[config.mk]
export PLATFORM = sky130hd
export DESIGN_NAME = imm_gen_pipe_flat
export DESIGN_NICKNAME = d
export VERILOG_FILES = /design/src/rtl/imm_gen_pipe_if.sv /design/src/rtl/imm_gen_pipe.sv /design/src/flat_wrapper.sv
export SDC_FILE = /design/constraint.sdc
export NUM_CORES = 1
export LEC_CHECK = 0
export ABC_AREA = 1
export CORE_MARGIN = 2
export CORE_UTILIZATION = 55
export DETAILED_ROUTE_END_ITERATION = 10
export GPL_ROUTABILITY_DRIVEN = 0
export PLACE_DENSITY = 0.95
export SLEW_MARGIN = 20
export SYNTH_ARGS = -nofsm -noshare
export SYNTH_HDL_FRONTEND = slang
export SYNTH_SLANG_ARGS = --single-unit
[constraint.sdc]
create_clock -name clk -period 4.6 [get_ports clk]
set_input_delay 0.92 -clock clk [delete_from_list [all_inputs] [get_ports clk]]
set_output_delay 0.92 -clock clk [all_outputs]
set_load 0.03 [all_outputs]
[src/rtl/imm_gen_pipe_if.sv]
`default_nettype none
// ============================================================================
// Module      : imm_gen_pipe_if
// Description : Handshake bundle between the decode stage, the immediate
//               generator and the execute stage.
// Revision    : 1.0 - initial release
// ============================================================================
interface imm_gen_pipe_if #(
    parameter int DATA_WIDTH = 32
);
    logic                  flush;
    logic                  in_valid;
    logic                  in_ready;
    logic [31:0]           instr;
    logic [2:0]            immSrc;
    logic                  zeroExt;
    logic                  out_valid;
    logic                  out_ready;
    logic [DATA_WIDTH-1:0] immOp;
    logic                  illegal;

    // Producer/consumer side that drives instructions and accepts results
    modport master (
        output flush, in_valid, instr, immSrc, zeroExt, out_ready,
        input  in_ready, out_valid, immOp, illegal
    );

    // Immediate generator side
    modport slave (
        input  flush, in_valid, instr, immSrc, zeroExt, out_ready,
        output in_ready, out_valid, immOp, illegal
    );
endinterface
`default_nettype wire

[src/rtl/imm_gen_pipe.sv]
`default_nettype none
// ============================================================================
// Module      : imm_gen_pipe
// Description : RV32I immediate generator (I/S/B/U/J/SHAMT) with sign/zero
//               extension to DATA_WIDTH, behind a one-cycle output register
//               and a one-entry skid register with valid/ready handshake.
// Revision    : 1.0 - initial release
// ============================================================================
module imm_gen_pipe #(
    parameter int DATA_WIDTH = 32
) (
    input  logic          clk,
    input  logic          rst,
    imm_gen_pipe_if.slave bus
);

    localparam logic [1:0] S_EMPTY = 2'd0;
    localparam logic [1:0] S_ONE   = 2'd1;
    localparam logic [1:0] S_TWO   = 2'd2;

    localparam logic [2:0] F_I     = 3'b000;
    localparam logic [2:0] F_S     = 3'b001;
    localparam logic [2:0] F_B     = 3'b010;
    localparam logic [2:0] F_U     = 3'b011;
    localparam logic [2:0] F_J     = 3'b100;
    localparam logic [2:0] F_SHAMT = 3'b101;

    logic [1:0]            state_q;
    logic [1:0]            state_d;
    logic [DATA_WIDTH-1:0] out_imm_q;
    logic                  out_ill_q;
    logic [DATA_WIDTH-1:0] skid_imm_q;
    logic                  skid_ill_q;

    logic                  sgn;
    logic [31:0]           imm32;
    logic                  hi_fill;
    logic                  ill_new;
    logic [DATA_WIDTH-1:0] ext_new;

    logic                  accept;
    logic                  pop;
    logic                  load_out_new;
    logic                  load_out_skid;
    logic                  load_skid;

    // instr[6:0] is the opcode; format selection comes from immSrc instead
    logic                  unused_opcode;
    assign unused_opcode = ^bus.instr[6:0];

    // Assemble the 32-bit immediate and the fill bit for anything above 31
    always_comb begin
        sgn     = bus.zeroExt ? 1'b0 : bus.instr[31];
        imm32   = 32'd0;
        hi_fill = 1'b0;
        ill_new = 1'b0;
        case (bus.immSrc)
            F_I: begin
                imm32   = {{20{sgn}}, bus.instr[31:20]};
                hi_fill = sgn;
            end
            F_S: begin
                imm32   = {{20{sgn}}, bus.instr[31:25], bus.instr[11:7]};
                hi_fill = sgn;
            end
            F_B: begin
                imm32   = {{19{sgn}}, bus.instr[31], bus.instr[7],
                           bus.instr[30:25], bus.instr[11:8], 1'b0};
                hi_fill = sgn;
            end
            F_U: begin
                // U already occupies bit 31, so zeroExt only affects the upper fill
                imm32   = {bus.instr[31:12], 12'd0};
                hi_fill = sgn;
            end
            F_J: begin
                imm32   = {{11{sgn}}, bus.instr[31], bus.instr[19:12],
                           bus.instr[20], bus.instr[30:21], 1'b0};
                hi_fill = sgn;
            end
            F_SHAMT: begin
                imm32   = {27'd0, bus.instr[24:20]};
                hi_fill = 1'b0;
            end
            default: begin
                ill_new = 1'b1;
            end
        endcase
    end

    // A zero-width replication is illegal, so the exact-32 case is split out
    generate
        if (DATA_WIDTH > 32) begin : g_ext_wide
            assign ext_new = {{(DATA_WIDTH-32){hi_fill}}, imm32};
        end else begin : g_ext_exact
            logic unused_hi;
            assign unused_hi = hi_fill;
            assign ext_new   = imm32;
        end
    endgenerate

    assign bus.in_ready  = (state_q != S_TWO);
    assign bus.out_valid = (state_q != S_EMPTY);
    assign bus.immOp     = out_imm_q;
    assign bus.illegal   = out_ill_q;

    assign accept = bus.in_valid && bus.in_ready;
    assign pop    = bus.out_valid && bus.out_ready;

    // Buffer occupancy control; flush overrides every transition and load
    always_comb begin
        state_d       = state_q;
        load_out_new  = 1'b0;
        load_out_skid = 1'b0;
        load_skid     = 1'b0;
        if (bus.flush) begin
            state_d = S_EMPTY;
        end else begin
            case (state_q)
                S_EMPTY: begin
                    if (accept) begin
                        state_d      = S_ONE;
                        load_out_new = 1'b1;
                    end
                end
                S_ONE: begin
                    if (accept && pop) begin
                        load_out_new = 1'b1;
                    end else if (accept) begin
                        state_d   = S_TWO;
                        load_skid = 1'b1;
                    end else if (pop) begin
                        state_d = S_EMPTY;
                    end
                end
                S_TWO: begin
                    if (pop) begin
                        state_d       = S_ONE;
                        load_out_skid = 1'b1;
                    end
                end
                default: begin
                    state_d = S_EMPTY;
                end
            endcase
        end
    end

    // State register
    always_ff @(posedge clk or posedge rst) begin
        if (rst) begin
            state_q <= S_EMPTY;
        end else begin
            state_q <= state_d;
        end
    end

    // Output and skid data registers; the skid entry always drains first
    always_ff @(posedge clk or posedge rst) begin
        if (rst) begin
            out_imm_q  <= '0;
            out_ill_q  <= 1'b0;
            skid_imm_q <= '0;
            skid_ill_q <= 1'b0;
        end else begin
            if (load_out_new) begin
                out_imm_q <= ext_new;
                out_ill_q <= ill_new;
            end else if (load_out_skid) begin
                out_imm_q <= skid_imm_q;
                out_ill_q <= skid_ill_q;
            end
            if (load_skid) begin
                skid_imm_q <= ext_new;
                skid_ill_q <= ill_new;
            end
        end
    end

endmodule
`default_nettype wire

[src/flat_wrapper.sv]
// flat-port wrapper written by rule: the top's interface ports become plain ports
module imm_gen_pipe_flat 
#(
    parameter int DATA_WIDTH = 32
)
  (clk, rst, bus_flush, bus_in_valid, bus_instr, bus_immSrc, bus_zeroExt, bus_out_ready, bus_in_ready, bus_out_valid, bus_immOp, bus_illegal);
  imm_gen_pipe_if #(.DATA_WIDTH(DATA_WIDTH)) bus_i ();
  input  logic clk;
  input  logic rst;
  input wire logic [$bits(bus_i.flush)-1:0] bus_flush;
  input wire logic [$bits(bus_i.in_valid)-1:0] bus_in_valid;
  input wire logic [$bits(bus_i.instr)-1:0] bus_instr;
  input wire logic [$bits(bus_i.immSrc)-1:0] bus_immSrc;
  input wire logic [$bits(bus_i.zeroExt)-1:0] bus_zeroExt;
  input wire logic [$bits(bus_i.out_ready)-1:0] bus_out_ready;
  output wire logic [$bits(bus_i.in_ready)-1:0] bus_in_ready;
  output wire logic [$bits(bus_i.out_valid)-1:0] bus_out_valid;
  output wire logic [$bits(bus_i.immOp)-1:0] bus_immOp;
  output wire logic [$bits(bus_i.illegal)-1:0] bus_illegal;
  assign bus_i.flush = bus_flush;
  assign bus_i.in_valid = bus_in_valid;
  assign bus_i.instr = bus_instr;
  assign bus_i.immSrc = bus_immSrc;
  assign bus_i.zeroExt = bus_zeroExt;
  assign bus_i.out_ready = bus_out_ready;
  assign bus_in_ready = bus_i.in_ready;
  assign bus_out_valid = bus_i.out_valid;
  assign bus_immOp = bus_i.immOp;
  assign bus_illegal = bus_i.illegal;
  imm_gen_pipe #(.DATA_WIDTH(DATA_WIDTH)) u_core (.clk(clk), .rst(rst), .bus(bus_i));
endmodule
After elaboration in Yosys (flattened, before gate mapping)
Cells that the tools add are included.
Widths: inputs -> output; s select.
{"block": "totals", "reg_bits": 68, "elab_cells": 50}
{"block": "classes", "mux": 24, "n_reduce_logical": 9, "eq_ne": 12}
{"operator": "$pmux 32 s6", "n": 1}
{"operator": "$mux 32", "n": 2}
{"operator": "$mux 1", "n": 13}
{"operator": "$mux 2", "n": 6}
{"operator": "$eq 3x2->1 const B", "n": 2}
{"operator": "$eq 3x3->1 const B", "n": 2}
{"operator": "$ne 3x2->1 const B", "n": 2}
{"operator": "$pmux 2 s3", "n": 1}
{"operator": "$reduce_or 6->1", "n": 1}
{"operator": "$ne 4x2->1 const B", "n": 1}
{"operator": "$reduce_and 4->1", "n": 1}
{"operator": "$reduce_bool 2->1", "n": 2}
{"operator": "$eq 3x1->1 const B", "n": 1}
{"operator": "$logic_and 1x1->1", "n": 3}
{"operator": "$logic_not 3->1", "n": 1}
{"operator": "$ne 3x3->1 const B", "n": 1}
{"operator": "$eq 2x1->1 const B", "n": 1}
{"operator": "$eq 2x2->1 const B", "n": 1}
{"operator": "$logic_not 2->1", "n": 1}
{"operator": "$ne 2x2->1 const B", "n": 1}
{"operator": "$pmux 1 s2", "n": 1}

Logic depth before layout (Yosys ltp)
Gate-level depths: netlist of the first run.
{"block": "depth", "word_depth": 7, "depth_mapped": 9, "ltp_nobuf": 7}

Worst setup path after synthesis of the first run
OpenSTA, ideal clock, no wires.
{"block": "synth_path", "path_kind": "in2reg", "from": "input bus_immSrc[1]", "to": "register u_core.skid_imm_q[21]", "path_stages": 9, "arrival_time_ns": 1.716, "setup_time_ns": 0.065, "n_path_buf": 2, "setup_slack_ns": 2.819, "required_time_ns": 4.535, "cell_sequence": "buf_4 -> nor2_2 -> inv_1 -> nand2_1 -> nand2_1 -> buf_4 -> o21ai_0 -> nand2_1 -> nand2_1"}
{"block": "synth_between", "elab_chain_cells": 2}
{"element": "start, declared", "line": "flat_wrapper.sv:13", "text": "input wire logic [$bits(bus_i.immSrc)-1:0] bus_immSrc;"}
{"element": "$eq 3x3->1 (tied with other cells)", "line": "imm_gen_pipe.sv:57", "text": "case (bus.immSrc)"}
{"element": "$pmux 32 s6 *", "line": "imm_gen_pipe.sv:57"}
{"element": "end signal, assigned", "line": "imm_gen_pipe.sv:174", "text": "skid_imm_q <= ext_new;"}
{"element": "end, declared", "line": "imm_gen_pipe.sv:32", "text": "logic [DATA_WIDTH-1:0] skid_imm_q;"}
Mark *: on every way between the ends. The rest lies on a longest branch, timed or not.
A chain may end at the register's enable or synchronous reset.

Worst setup path after layout of the first run
{"block": "layout_path", "from": "input bus_flush", "to": "register u_core.out_imm_q[24] (netlist: u_core.bus.immOp[24])"}
{"block": "layout_between", "elab_chain_cells": 2}
{"element": "start, declared", "line": "flat_wrapper.sv:10", "text": "input wire logic [$bits(bus_i.flush)-1:0] bus_flush;"}
{"element": "$mux 1", "line": "imm_gen_pipe.sv:116", "text": "if (bus.flush) begin"}
{"element": "$mux 32 / $reduce_bool 2->1 (equally long branches)"}
{"element": "end signal, assigned", "line": "imm_gen_pipe.sv:167", "text": "out_imm_q <= ext_new;"}
{"element": "end signal, assigned", "line": "imm_gen_pipe.sv:170", "text": "out_imm_q <= skid_imm_q;"}
{"element": "end, declared", "line": "imm_gen_pipe.sv:30", "text": "logic [DATA_WIDTH-1:0] out_imm_q;"}
Several ways; a longest one is shown, not always the timed one.

==> reports/summary.md, run 1 <==
The run finished with clean final reports. In this run the worst path has a maximum fanout of 20. The power density normalized to cell area was 398 mW/mm2. The clock tree root buffer cell was sky130_fd_sc_hd__clkbuf_8.

CTS built an H-tree with a depth of 3. The repair_antennas step left the layout with diodes totalling 0. The startpoint identified for the worst register-to-register timing path is u_core.state_q[0].

The clock network burns 26.2% of the power. For the max-slew headroom at the worst pin, the log shows 40.2%. The endpoint identified for the worst register-to-register timing path is u_core.bus.immOp[24]. In this run the count of I/O pins placed on the die edge is 76. The internal power was 1.12 mW. After routing the design area is 0.00424 mm2. The path class of the tightest hold or removal check is reg2reg. The Yosys step of the flow raised 0 warnings.

The tools report the synthesized area as 0.00344 mm2. The post-synthesis to final-layout area growth was 23.2%. The count of nets left with antenna violations once routing finished came out at 0. Max-cap violations in this run came to 0. The post-synthesis net count was 515; the count of vias placed by the detailed router was 3300.

The placed cell count is 599, and the post-route minimum period is 2990 ps. The run gives 449 as the count of filler cells inserted in the layout. For the final routed database, the setup TNS stands at 0 ps.

The average routed wire per standard cell works out to 14.3 um. The endpoint of the worst hold-timing path was u_core.skid_imm_q[23]. The initial utilization of the core area, before any placement, comes to 57.5%. Among the stages of the critical path, the cell type that occurs most often is sky130_fd_sc_hd__nand2_1. The total global-route track usage is 25.9%, and the height of the chip is 83.1 um.

Among cell families on the critical path, the largest total delay comes from buffers and inverters. The floorplan step set the die width to 83.1 um. Buffering stage count on the worst path with inverters included: 4. The number of cells upsized or downsized after cts came out at 0. Net switching is 33.6% of the power.

The worst path meets setup with 1610 ps of slack. Input and output buffers added on the ports amount to 68. The largest individual stage delay along the critical path comes from the cell sky130_fd_sc_hd__inv_1. For the maximum clock frequency, the log shows 334 MHz. The critical path in this run is classified as in2reg. The HPWL after detailed placement is 5.88 mm. The first global-routing pass estimated 14.4 mm of wire.

After detailed routing, the number of vias per cell comes to 5.37. Setup violations remaining at the end of the flow were counted as 0. The detailed router put a total of 3.44 mm of wire on met1.

After the flow finishes, the layout carries non-filler instances totaling 614. The run gives 3163 as the via count of the first global-routing pass. The worst-case IR drop observed on VDD is 276 uV.

For the worst endpoint required time, the log shows 4890 ps. The slew at the pin closest to its max-slew limit was 895 ps. STA puts the critical path data arrival time at 3280 ps. The number of hold-repair buffers added at the cts stage is 0. The clock drives 68 sinks. The worst setup path is captured at a register. The number of cells on the critical path works out to 9. The number of remaining DRC errors was 0. The clock transition at the registers of the reported paths was 70 ps; the flop-to-flop setup slack was 2290 ps.

Clock latency on the worst-skew pair, taken at its later pin, is 350 ps. Detailed routing placed a total of 789 um of wire on met3. Prior to clock tree synthesis, the placed netlist has a worst setup slack of 1280 ps.

At the end of the flow, the number of nets in the layout was 576. Dividing the synthesized area by the synthesized cell count gives 7.27 um2. The first-pass iteration count of the detailed router was 5; the cell count of the worst reg-to-reg path was 8. Summed over all cells, the static leakage comes to 2.30 nW.

In this run the standard cell core region covers 0.00599 mm2. The signal on the critical path passes through clkdlybuf4s50_1 > nor2_2 > nand3_2 > inv_1 > buf_4 > nand2_1 > nand2_1 > inv_1 > nand2_1. The number of max-slew violations in the final report is 0, and the overall power of the completed layout is 1.69 mW. The number of antenna violations at the first check in global routing is 0, and the distinct cell type count of the synthesized netlist is 19. Summing the sequential cell areas from Yosys gives 49.4% of the chip area. The number of flip-flops and latches in the synthesized netlist is 68. The tools report the sequential share of power as 46.6%. Along the worst hold path, the cell count comes to 2.

Counting every instance in the synthesized netlist gives 474. For this block, the routed nets add up to 8.77 mm of wire. The number of buffers between clock root and the deepest sink is 2, and the ratio of final minimum period to clock period is 65.0%. The start point of the worst hold path was u_core.skid_imm_q[23]. For the final database, setup skew stands at 6.09 ps. For the number of violations reported at the end of detailed-routing iteration 0, the log shows 328. The detailed router used layers up to and including met4. The logs give 0.568 mW for the switching power and 9 for the number of clock buffers inserted by TritonCTS. The maximum single-stage delay on the critical path came out at 580 ps.

The routed design uses 4.39 mm of met2 wire. The post-placement cell area came out at 0.00408 mm2. Setup repair after global routing left no endpoint under its margin.

The floorplan step defined a die boundary enclosing 0.00691 mm2. Combinational logic is responsible for 27.2% of the overall power. The worst setup path is launched from an input port.

TritonCTS built the clock tree. The post-CTS setup-driven buffer insertion count is 0. In this run the core area contains 28 standard-cell rows. The tools report the count of endpoints failing hold in the final timing report as 0.

The post-route netlist has 5.19% of its cells at a drive strength greater than 1. After global routing the overflow that remains totals 0. The run gives 44 as the maximum number of pins on one net before global-route repair.
==> state kept, by name, indices dropped and copies added (netlist names) <==
signal,count
u_core.bus.immOp,32
u_core.skid_imm_q,32
u_core.state_q,2
u_core.bus.illegal,1
u_core.skid_ill_q,1
==> cell usage after synthesis (all sizes together) <==
library cell	instances	share of area [%]
nand2	254	28
dfrtp	68	49
nand3	47	7.3
inv	44	4.9
buf	21	4.8
o21ai	17	2.5
nor2	15	1.8
nand4	4	0.73
a21oi	2	0.29
clkinv	1	0.15
nor3	1	0.47
==> how the worst max path moves through the flow <==
stage                     startpoint                   end  slack [ps]
after CTS                  bus_flush  u_core.bus.immOp[11]        1610
after global placement     bus_flush   u_core.bus.immOp[4]        1420
after floorplan                  rst    u_core.bus.illegal        1970
after global routing       bus_flush  u_core.bus.immOp[24]        1430
after detailed placement   bus_flush  u_core.bus.immOp[11]        1280
final                      bus_flush  u_core.bus.immOp[24]        1610
==> layout by cell type (no fill, tap or decap), types with 2 or more instances in the layout <==
master                            count
sky130_fd_sc_hd__a21oi_1              2
sky130_fd_sc_hd__buf_4                3
sky130_fd_sc_hd__clkbuf_1             2
sky130_fd_sc_hd__clkbuf_8            11
sky130_fd_sc_hd__clkdlybuf4s50_1     68
sky130_fd_sc_hd__clkinv_2             3
sky130_fd_sc_hd__dfrtp_1             68
sky130_fd_sc_hd__inv_1               38
sky130_fd_sc_hd__inv_2                5
sky130_fd_sc_hd__nand2_1            254
sky130_fd_sc_hd__nand3_1             45
sky130_fd_sc_hd__nand4_1              4
sky130_fd_sc_hd__nor2_1              13
sky130_fd_sc_hd__nor2_2               2
sky130_fd_sc_hd__o21ai_0              9
sky130_fd_sc_hd__o21ai_1              8
==> per-layer routing <==
metal | track usage [%] | vias to the layer above
met1 | 31.9 | 1538
met4 | 9.69 | 0
li1 | - | 1564
met5 | 0 | -
met2 | 42.8 | 183
met3 | 8.05 | 15
==> cell type report <==
type	instances	area [um2]	area share [%]
flip-flops and latches	68	1700	40.1
multi-input cells	340	1400	33.1
repair buffers	71	703	16.6
inverters	45	173	4.07
clock buffers	13	159	3.74
well taps	75	93.8	2.21
clock inverters	2	10.0	0.236
==> tightest hold or removal path, cell delays in order, from the launching register on <==
cell and delay, ps:
sky130_fd_sc_hd__dfrtp_1 350, sky130_fd_sc_hd__nand2_1 50, sky130_fd_sc_hd__nand2_1 50
==> through the flow <==
stage	hold slack, ps	util [%]
final	483	70.8
after global routing	501	70.8
after CTS	484	70.8
after detailed placement	465	68.0
after global placement	461	68.0
after floorplan	449	-
==> cells by family after synthesis <==
| group | count (synthesis) | share of synthesized area (%) |
|---|---|---|
| flops | 68 | 49.4 |
| buf+inv | 66 | 9.84 |
| simple gates | 321 | 38.0 |
| compound gates | 19 | 2.76 |
==> power groups by stage <==
stage | sequential, mW | clock, mW | combinational (mW)
after floorplan | 0.875 | 0 | 0.194
after global placement | 0.788 | 0 | 0.442
after detailed placement | 0.795 | 0 | 0.458
after CTS | 0.785 | 0.444 | 0.461
after global routing | 0.799 | 0.467 | 0.501
final | 0.788 | 0.443 | 0.459
Power figures use the tool's default switching activity.
==> run 2, diff against run 1 <==
--- a/config.mk
+++ b/config.mk
@@ -7,10 +7,10 @@
 export LEC_CHECK = 0
 export ABC_AREA = 1
 export CORE_MARGIN = 2
-export CORE_UTILIZATION = 55
+export CORE_UTILIZATION = 51
 export DETAILED_ROUTE_END_ITERATION = 10
 export GPL_ROUTABILITY_DRIVEN = 0
-export PLACE_DENSITY = 0.95
+export PLACE_DENSITY = 0.91
 export SLEW_MARGIN = 20
 export SYNTH_ARGS = -nofsm -noshare
 export SYNTH_HDL_FRONTEND = slang
==> constraint.sdc (replaced) <==
create_clock -name clk -period 2.92 [get_ports clk]
set_input_delay 0.584 -clock clk [delete_from_list [all_inputs] [get_ports clk]]
set_output_delay 0.584 -clock clk [all_outputs]
set_load 0.03 [all_outputs]
==> run 2 against run 1 <==
Via count fell by 1.0%. Largest cell class unchanged. Highest routed layer unchanged. Critical endpoint is now bus_out_valid. Hold slack worse by 2.2 ps. Combinational power rose by 59%. Power grew 63%. Global-route usage is 1.2 points lower. Routed wire length fell by 0.55%. Die area increased by 7.4%. Final area up 1.9%. Utilization is 3.9 points lower.
==> reports/summary.md, run 2 (synthesis results as in run 1) <==
The kind of start point of the critical path was a register (was an input port). The sequential share of power is 44.9% (was 46.6%), and the power density normalized to cell area is 638 mW/mm2 (was 398 mW/mm2). The maximum number of pins on one net before global-route repair came out at 36 (was 44).

The slew at the pin closest to its max-slew limit was 548 ps (was 895 ps). For the worst setup timing slack at the placement stage, the log shows 574 ps (was 1280 ps). The tools report the post-CTS setup-driven buffer insertion count as 0 (unchanged). The tools report the summed negative setup slack over all endpoints as 0 ps (unchanged).

The number of hold-repair buffers added at the cts stage came out at 0 (unchanged). The number of remaining DRC errors came out at 0 (unchanged). The largest delay contributor family on the critical path was buffers and inverters (unchanged). The tools report the clock sink count as 68 (unchanged).

The share of post-route cells with drive strength above 1 works out to 5.89% (was 5.19%). The startpoint-to-endpoint class of the critical path was reg2out (was in2reg). The max-slew headroom at the worst pin is 63.4% (was 40.2%), and the initial core utilization is 53.3% (was 57.5%). For the number of violations reported at the end of detailed-routing iteration 0, the log shows 212 (was 328). The tools report the die area as 0.00743 mm2 (was 0.00691 mm2).

Standard cell with the maximum stage delay on the critical path: sky130_fd_sc_hd__clkdlybuf4s50_1 (was sky130_fd_sc_hd__inv_1). The number of primary I/O pins is 76 (unchanged), and the later-pin clock latency in the skew report is 340 ps (was 350 ps). The number of buffers inserted by port buffering came out at 68 (unchanged). The maximum single-stage delay on the critical path came out at 670 ps (was 580 ps). The number of cells on the critical path was 3 (was 9); the detail-routed via count per cell was 5.27 (was 5.37).

The count of vias placed by the detailed router came out at 3266 (was 3300). The cell count of the worst reg-to-reg path works out to 8 (unchanged). Leading cell types in the layout, fill and taps excluded: sky130_fd_sc_hd__nand2_1 (254), sky130_fd_sc_hd__clkdlybuf4s50_1 (68), sky130_fd_sc_hd__dfrtp_1 (68) (unchanged). The antenna diode instance count was 0 (unchanged); the number of max-slew violations in the final report was 0 (unchanged). The maximum net fanout on the critical path came out at 8 (was 20). For the number of antenna violations at the first check in global routing, the log shows 0 (unchanged).

TritonCTS built the clock tree. The logs give 3164 (was 3163) for the via count of the first global-routing pass and 2 (unchanged) for the number of buffers between clock root and the deepest sink. The first-pass iteration count of the detailed router was 5 (unchanged); the average routed wire per standard cell was 14.1 um (was 14.3 um).

The switching power was 0.875 mW (was 0.568 mW); the count of filler cells inserted in the layout was 516 (was 449). The buffering stage count on the worst path with inverters included works out to 2 (was 4). The path type of the worst min-delay path is reg2reg (unchanged). The tools report the number of clock buffers inserted by TritonCTS as 9 (unchanged). The post-route minimum period was 2260 ps. The maximum VDD drop came out at 330 uV (was 276 uV).

The slack of the critical path is 662 ps (was 1610 ps). The tools report the clock tree root buffer cell as sky130_fd_sc_hd__clkbuf_8 (unchanged). The clock group share of total power is 28.6% (was 26.2%), and the number of placement rows is 29 (was 28). The tools report the clock skew as 6.61 ps (was 6.09 ps).

The ratio of final minimum period to clock period was 77.3%; the remaining number of nets flagged by the antenna check after routing was 0 (unchanged). The tools report the total number of nets in the final design as 580 (was 576). The highest signal layer in the routed design is met4 (unchanged). The post-synthesis to final-layout area growth was 25.5% (was 23.2%). The endpoint kind of the worst setup timing path is a primary output (was a register). The global-route wire length before repair was 14.2 mm (was 14.4 mm); the die span in x was 86.2 um (was 83.1 um). Setup repair after global routing left no endpoint under its margin. The run gives 24.6% (was 25.9%) as the total global-route track usage. CP cell instances: inv_1 > nand2_1 > clkdlybuf4s50_1 (was clkdlybuf4s50_1 > nor2_2 > nand3_2 > inv_1 > buf_4 > nand2_1 > nand2_1 > inv_1 > nand2_1). The total routed wire length on the met1 layer was 3.61 mm (was 3.44 mm); the internal power was 1.88 mW (was 1.12 mW).

The flow ran to the end, and the final reports show no timing, DRC or antenna violations. The reported leakage power came out at 2.33 nW (was 2.30 nW). The combinational share of power was 26.5% (was 27.2%); the switching power share of the total was 31.7% (was 33.6%). The maximum clock frequency was 443 MHz. The clock transition at the registers of the reported paths is 70 ps (about the same). The logs give 4.27 mm (was 4.39 mm) for the length of routed met2 wiring and 0 (unchanged) for the setup-violating endpoint count in the final report. The run gives 0 (unchanged) as the residual overflow from global routing. The most common cell after layout, fill and taps aside was sky130_fd_sc_hd__nand2_1 (unchanged). The number of cells upsized or downsized after cts was 0 (unchanged).

For the total met3 wirelength after detailed routing, the log shows 606 um (was 789 um). The number of max-capacitance violations reported was 0 (unchanged); the total wirelength of the detailed-routed design was 8.73 mm (was 8.77 mm). The depth of the worst hold-timing path works out to 2 (unchanged). For the count of endpoints failing hold in the final timing report, the log shows 0 (unchanged).

The overall power of the completed layout is 2.76 mW (was 1.69 mW). The area inside the core boundary is 0.00646 mm2 (was 0.00599 mm2), and the signal arrival time at the worst endpoint is 1670 ps (was 3280 ps). The worst endpoint required time is 2340 ps (was 4890 ps). The height of the chip came out at 86.2 um (was 83.1 um). The logs give 3 (unchanged) for the level count of the clock H-tree and 5.75 mm (was 5.88 mm) for the HPWL after detailed placement.
[run 2: cell count changes in the layout (fill, tap and decap cells not counted)]
cell | previous run | this run
sky130_fd_sc_hd__buf_12 | 0 | 1
sky130_fd_sc_hd__buf_4 | 3 | 6
sky130_fd_sc_hd__bufinv_16 | 0 | 1
sky130_fd_sc_hd__clkbuf_8 | 11 | 12
sky130_fd_sc_hd__clkinv_2 | 3 | 1
[run 2: final cells by class]
| cell class | count | area (um2) | area share (%) |
|---|---|---|---|
| repair buffers | 75 | 746 | 17.3 |
| well taps | 77 | 96.3 | 2.23 |
| flip-flops and latches | 68 | 1700 | 39.4 |
| multi-input cells | 340 | 1400 | 32.5 |
| clock buffers | 14 | 173 | 3.99 |
| inverters | 45 | 173 | 3.99 |
| clock inverters | 1 | 30.0 | 0.695 |
[run 2: tightest hold or removal path, cell delays in order, from the launching register on]
cell,delay [ps]
sky130_fd_sc_hd__dfrtp_1,340
sky130_fd_sc_hd__nand2_1,50
sky130_fd_sc_hd__nand2_1,60
[run 2: layer usage]
metal | GRT usage [%] | up-vias
met5 | 0 | -
met4 | 12.8 | 0
met3 | 3.33 | 21
met2 | 41.5 | 163
met1 | 31.1 | 1509
li1 | - | 1573
[run 2: power groups by stage]
| stage | Clock [mW] | Sequential, mW | Combinational, mW |
|---|---|---|---|
| 6_report | 0.790 | 1.24 | 0.730 |
| 5_1_grt | 0.831 | 1.26 | 0.804 |
| 4_1_cts | 0.796 | 1.24 | 0.733 |
| 3_5_place_dp | 0 | 1.25 | 0.726 |
| 3_3_place_gp | 0 | 1.24 | 0.702 |
| 2_1_floorplan | 0 | 1.38 | 0.305 |
[run 2: worst paths after layout]
kind,start,endpoint,slack [ps]
max,u_core.state_q[1],bus_out_valid,660
min,u_core.skid_imm_q[31],u_core.skid_imm_q[31],480
max reg2reg,u_core.state_q[0],u_core.bus.immOp[28],1290
min reg2reg,u_core.skid_imm_q[31],u_core.skid_imm_q[31],480
max in group asynchronous,rst,u_core.skid_ill_q,1530
min in group asynchronous,rst,u_core.state_q[0],600
[run 2: through the flow]
stage	hold WS, ps	instances	instance area (um2)	utilization, %
finish	481	620	4320	66.9
global route	503	620	4320	66.9
CTS	483	620	4320	66.9
detailed placement	465	605	4120	63.8
global placement	461	605	4120	63.8
floorplan	449	474	3440	-
